File: config.mk
export PLATFORM = sky130hd
export DESIGN_NAME = apb_intc
export DESIGN_NICKNAME = d
export VERILOG_FILES = /design/src/rtl/apb_intc.sv
export SDC_FILE = /design/constraint.sdc
export NUM_CORES = 1
export LEC_CHECK = 0
export ABC_AREA = 1
export CAP_MARGIN = 20
export CORE_MARGIN = 10
export CORE_UTILIZATION = 28
export CTS_BUF_LIST = sky130_fd_sc_hd__clkbuf_4 sky130_fd_sc_hd__clkbuf_8 sky130_fd_sc_hd__clkbuf_16
export DETAILED_ROUTE_END_ITERATION = 12
export PLACE_DENSITY = 0.55
export SYNTH_ARGS = -nofsm -noshare
export SYNTH_HDL_FRONTEND = slang
export SYNTH_SLANG_ARGS = --single-unit
File: constraint.sdc
create_clock -name pclk -period 7.49 [get_ports pclk]
set_clock_uncertainty 0.1 [all_clocks]
set_input_delay 1.498 -clock pclk [delete_from_list [all_inputs] [get_ports pclk]]
set_output_delay 1.498 -clock pclk [all_outputs]
set_load 0.005 [all_outputs]
File: src/rtl/apb_intc.sv
// APB interrupt controller: pending latch, enable mask, lowest-index arbitration, claim/complete.
// Build option INTC_EDGE_TRIG_EN switches the gateway from level to rising-edge capture.
module apb_intc #(
   parameter int NUM_SRC = 40,
   parameter int ID_W    = 6
) (
   input  logic               pclk,
   input  logic               prst,
   input  logic               psel,
   input  logic               penable,
   input  logic               pwrite,
   input  logic [4:0]         paddr,
   input  logic [31:0]        pwdata,
   output logic [31:0]        prdata,
   input  logic [NUM_SRC-1:0] xx_intc_vld,
   output logic               intc_int_req
);

   localparam logic [4:0] A_IER_LO = 5'd0;
   localparam logic [4:0] A_IER_HI = 5'd1;
   localparam logic [4:0] A_IPR_LO = 5'd2;
   localparam logic [4:0] A_IPR_HI = 5'd3;
   localparam logic [4:0] A_CLAIM  = 5'd4;
   localparam logic [4:0] A_STATUS = 5'd5;
   localparam logic [4:0] A_SRC_D  = 5'd6;

   logic [NUM_SRC-1:0] ier;
   logic [NUM_SRC-1:0] pending;
   logic [NUM_SRC-1:0] eligible;
   logic [NUM_SRC-1:0] clr_vec;
   logic [NUM_SRC-1:0] pending_next;
   logic               active_vld;
   logic [ID_W-1:0]    active_id;
   logic [ID_W-1:0]    win_id;
   logic               win_vld;
   logic               access;
   logic               claim;
   logic               complete;
   logic [63:0]        ier_ext;
   logic [63:0]        pend_ext;
   logic [31:0]        claim_val;
   logic [31:0]        status_val;

   assign access   = psel & penable;
   assign eligible = pending & ier;
   assign ier_ext  = 64'(ier);
   assign pend_ext = 64'(pending);

   // Lowest index wins: scan downward so the last hit is the smallest index.
   always_comb begin
      win_vld = |eligible;
      win_id  = '0;
      for (int i = NUM_SRC - 1; i >= 0; i--) begin
         if (eligible[i]) win_id = ID_W'(i);
      end
   end

   assign claim    = access & ~pwrite & (paddr == A_CLAIM) & ~active_vld & win_vld;
   assign complete = access & pwrite & (paddr == A_CLAIM) & active_vld
                     & (pwdata[ID_W-1:0] == active_id + ID_W'(1));
   assign clr_vec  = claim ? (NUM_SRC'(1) << win_id) : '0;

`ifdef INTC_EDGE_TRIG_EN
   logic [NUM_SRC-1:0] src_d;

   always_ff @(posedge pclk or posedge prst) begin
      if (prst) src_d <= '0;
      else      src_d <= xx_intc_vld;
   end

   // Set after clear so an edge arriving on the claim cycle is never dropped.
   assign pending_next = (pending & ~clr_vec) | (xx_intc_vld & ~src_d);
`else
   logic [NUM_SRC-1:0] act_vec;

   // The source being serviced cannot re-pend until it has been completed.
   assign act_vec      = active_vld ? (NUM_SRC'(1) << active_id) : '0;
   assign pending_next = (pending | (xx_intc_vld & ~act_vec)) & ~clr_vec;
`endif

   always_ff @(posedge pclk or posedge prst) begin
      if (prst) begin
         ier          <= '0;
         pending      <= '0;
         active_vld   <= 1'b0;
         active_id    <= '0;
         intc_int_req <= 1'b0;
      end else begin
         pending      <= pending_next;
         intc_int_req <= (|eligible) & ~active_vld;
         if (access && pwrite && paddr == A_IER_LO) ier <= NUM_SRC'({ier_ext[63:32], pwdata});
         if (access && pwrite && paddr == A_IER_HI) ier <= NUM_SRC'({pwdata, ier_ext[31:0]});
         if (claim) begin
            active_vld <= 1'b1;
            active_id  <= win_id;
         end else if (complete) begin
            active_vld <= 1'b0;
         end
      end
   end

   assign claim_val  = (win_vld && !active_vld) ? 32'(win_id) + 32'd1 : 32'd0;
   assign status_val = active_vld ? (32'h8000_0000 | (32'(active_id) + 32'd1)) : 32'd0;

   always_comb begin
      prdata = 32'd0;
      if (psel) begin
         case (paddr)
            A_IER_LO: prdata = ier_ext[31:0];
            A_IER_HI: prdata = ier_ext[63:32];
            A_IPR_LO: prdata = pend_ext[31:0];
            A_IPR_HI: prdata = pend_ext[63:32];
            A_CLAIM:  prdata = claim_val;
            A_STATUS: prdata = status_val;
`ifdef INTC_EDGE_TRIG_EN
            A_SRC_D:  prdata = 32'(64'(src_d));
`else
            A_SRC_D:  prdata = 32'd0;
`endif
            default:  prdata = 32'd0;
         endcase
      end
   end

endmodule

==> impl_metrics.yaml <==
clock_network:
  clock_latency_ns: 0.36
  clockBufferDepth: 2
  cts_tree: "built"
  cts_max_level: 3
  postCtsResizedCells: 0
  cts_setup_buffers: 0
  clk_pin_slew_ns: 0.06
  root_buffer: "clkbuf_16"
  holdBufCountCts: 0
  cts_sinks: 88
  cts_inserted_buffers: 9
status:
  status: "finished clean"
timing:
  tightest_slew_ns: 1.096
  hold_viol_final: 0
  fmax_ghz: 0.1652
  slew_headroom_pct: 26.62
  setup_ws_ns: 1.435
  finalCriticalPeriod_ns: 6.055
  holdWs_ns: 0.4189
  finalCritPeriodShare_pct: 80.84
  slew_violations: 0
  setup_viol: 0
  rsz0062_at_grt: "false"
  finalSetupTns_ns: 0
setup_path:
  worstRegToRegCells: 47
  slowest_delay_ns: 0.49
  worstSetupEndpointType: "output port"
  crit_type: "reg2out"
  crit_fanout: 7
  crit_buf_inv: 3
  required_ns: 5.89
  path_delay_family: "simple AND/OR/NAND/NOR gates"
  crit_cells: 46
  arrival_ns: 4.46
  slowest_stage: "clkdlybuf4s50_1"
  cp-start-kind: "flop"
  worst_path_most_repeated_cell: "nand2_1"
route:
  wl_per_cell_um: 19.24
  viasPerCell: 5.080
  final_antenna_net_count: 0
  drt_wl_total_mm: 21.26
  drc: 0
  first_iter_violations: 653
  first_pass_iters: 5
  vias: 5613
power:
  power.leakage_nw: 2.961
  ir_drop_uv: 131.5
  p_per_area_mw_per_mm2: 200.9
  p_total_mw: 1.441
synthesis:
  yosys_warnings: 0
  synth-seq-cells: 88
  yosysUniqueCellTypes: 42
  seq_area_frac_synth_pct: 40.88
  syn_nets: 826
  synthCells: 734
  netlist_area_sq_mm: 0.005386
  avgSynthCellArea_sq_um: 7.338
floorplan:
  pin_count: 115
  dieArea_sq_mm: 0.02519
  initial_core_util_pct: 28.60
  coreArea_sq_mm: 0.01883
  num_rows: 50
  die_w_um: 158.7
  fp.dieH_um: 158.7
placement:
  place_hpwl_mm: 16.43
  gp_congestion: 0.9102
  portBuffers: 114
  dpl.cell_count: 1089
  pre_cts_ws_ns: 1.599
  place_area_sq_mm: 0.006843
finish:
  layout_common_cells: "nand2_1 (217), clkdlybuf4s50_1 (114), a21oi_1 (92), dfrtp_1 (88)"
  drive_gt1_share_pct: 8.284
  final-instance-count-excl-fill: 1105
  fin_nets: 932
  utilization_pct: 38.09
  antenna-diode-count: 0
  fin_area_sq_mm: 0.007172
  area_growth_pct: 33.15
  final_common_cell: "nand2_1"
grt:
  grt_use_total_pct: 16.59
  grt_pass1_wl_mm: 33.33
  grt-ovfl-total: 0
  grt_max_degree: 58
  grt_pass1_vias: 5596
  antenna_found_initial: 0
flow_run:
  cap_violations: 0
hold_path:
  min_path_cells: 2
  hold_path.class: "reg2reg"
==> logic make-up (layout without fill, tap and decap cells) <==
logic type | after synthesis | count (layout) | share of synthesized area [%]
flops | 88 | 88 | 40.88
fa+ha+maj | 10 | 10 | 2.323
compound gates | 155 | 155 | 16.24
buf+inv | 83 | 194 | 5.784
xor+xnor | 3 | 3 | 0.4879
simple gates | 371 | 371 | 29.27
mux | 24 | 24 | 5.017
==> metal layers <==
metal	part of all wire, %	GRT usage (%)
met2	44	25.04
met1	47	23.01
met3	7.0	3.950
met4	1.6	4.592
met5	0	0
==> power breakdown <==
part	internal, mW	switching [mW]
sequential	0.499	0.0284
clock	0.303	0.205
combinational	0.140	0.266
total	0.942	0.499
==> cell type report <==
class	instances	area [sq um]
Multi-Input combinational cell	563	2883
Inverter	56	211.5
Timing Repair Buffer	122	1221
Fill cell	2004	11660
Clock inverter	6	90.09
Sequential cell	88	2202
Clock buffer	10	239.0
Tap cell	260	325.3
==> cell usage after synthesis, drive strengths merged <==
cell	instances	share of area [%]
o21a	2	0.28
dfrtp	88	41
a31o	3	0.49
xnor2	1	0.16
o21bai	1	0.14
o21ai	27	2.5
nor3b	1	0.14
clkinv	2	0.14
ha	10	2.3
mux2	24	5.0
nand4	8	1.0
nor4	8	0.93
a221oi	3	0.49
nand2	222	16
a21boi	2	0.28
xor2	2	0.33
clkbuf	23	1.6
buf	4	0.28
o22ai	3	0.35
a22o	2	0.33
o2111ai	1	0.16
and3	1	0.12
nor3	13	1.2
a211oi	1	0.14
a41oi	3	0.49
o31ai	2	0.28
o211a	1	0.19
a21oi	94	8.9
a311oi	2	0.33
nand3	58	5.6
a31oi	8	0.93
inv	54	3.8
nor2	60	4.5
==> flip-flops by register name (all words and copies together), names as in the netlist <==
signal / count
active_vld: 1
ier: 40
intc_int_req: 1
pending: 40
active_id: 6
==> worst paths after layout <==
kind                            slack, ns   startpoint           to
min in group asynchronous            1.41         prst      ier[21]
worst min register to register       0.42      ier[39]      ier[39]
worst min-delay path                 0.42      ier[39]      ier[39]
worst max-delay path                 1.43  pending[39]    prdata[1]
max in group asynchronous            4.72         prst  pending[34]
worst max register to register       3.38  pending[39]  pending[26]
==> worst register-to-register path, delay by kind of cell (launching register included) <==
kind	cells	cell delay (ns)
flops	1	0.41
compound gates	1	0.11
fa+ha+maj	1	0.23
buf+inv	3	0.19
simple gates	42	2.99
No activity file was read; power rests on OpenSTA's default activity.
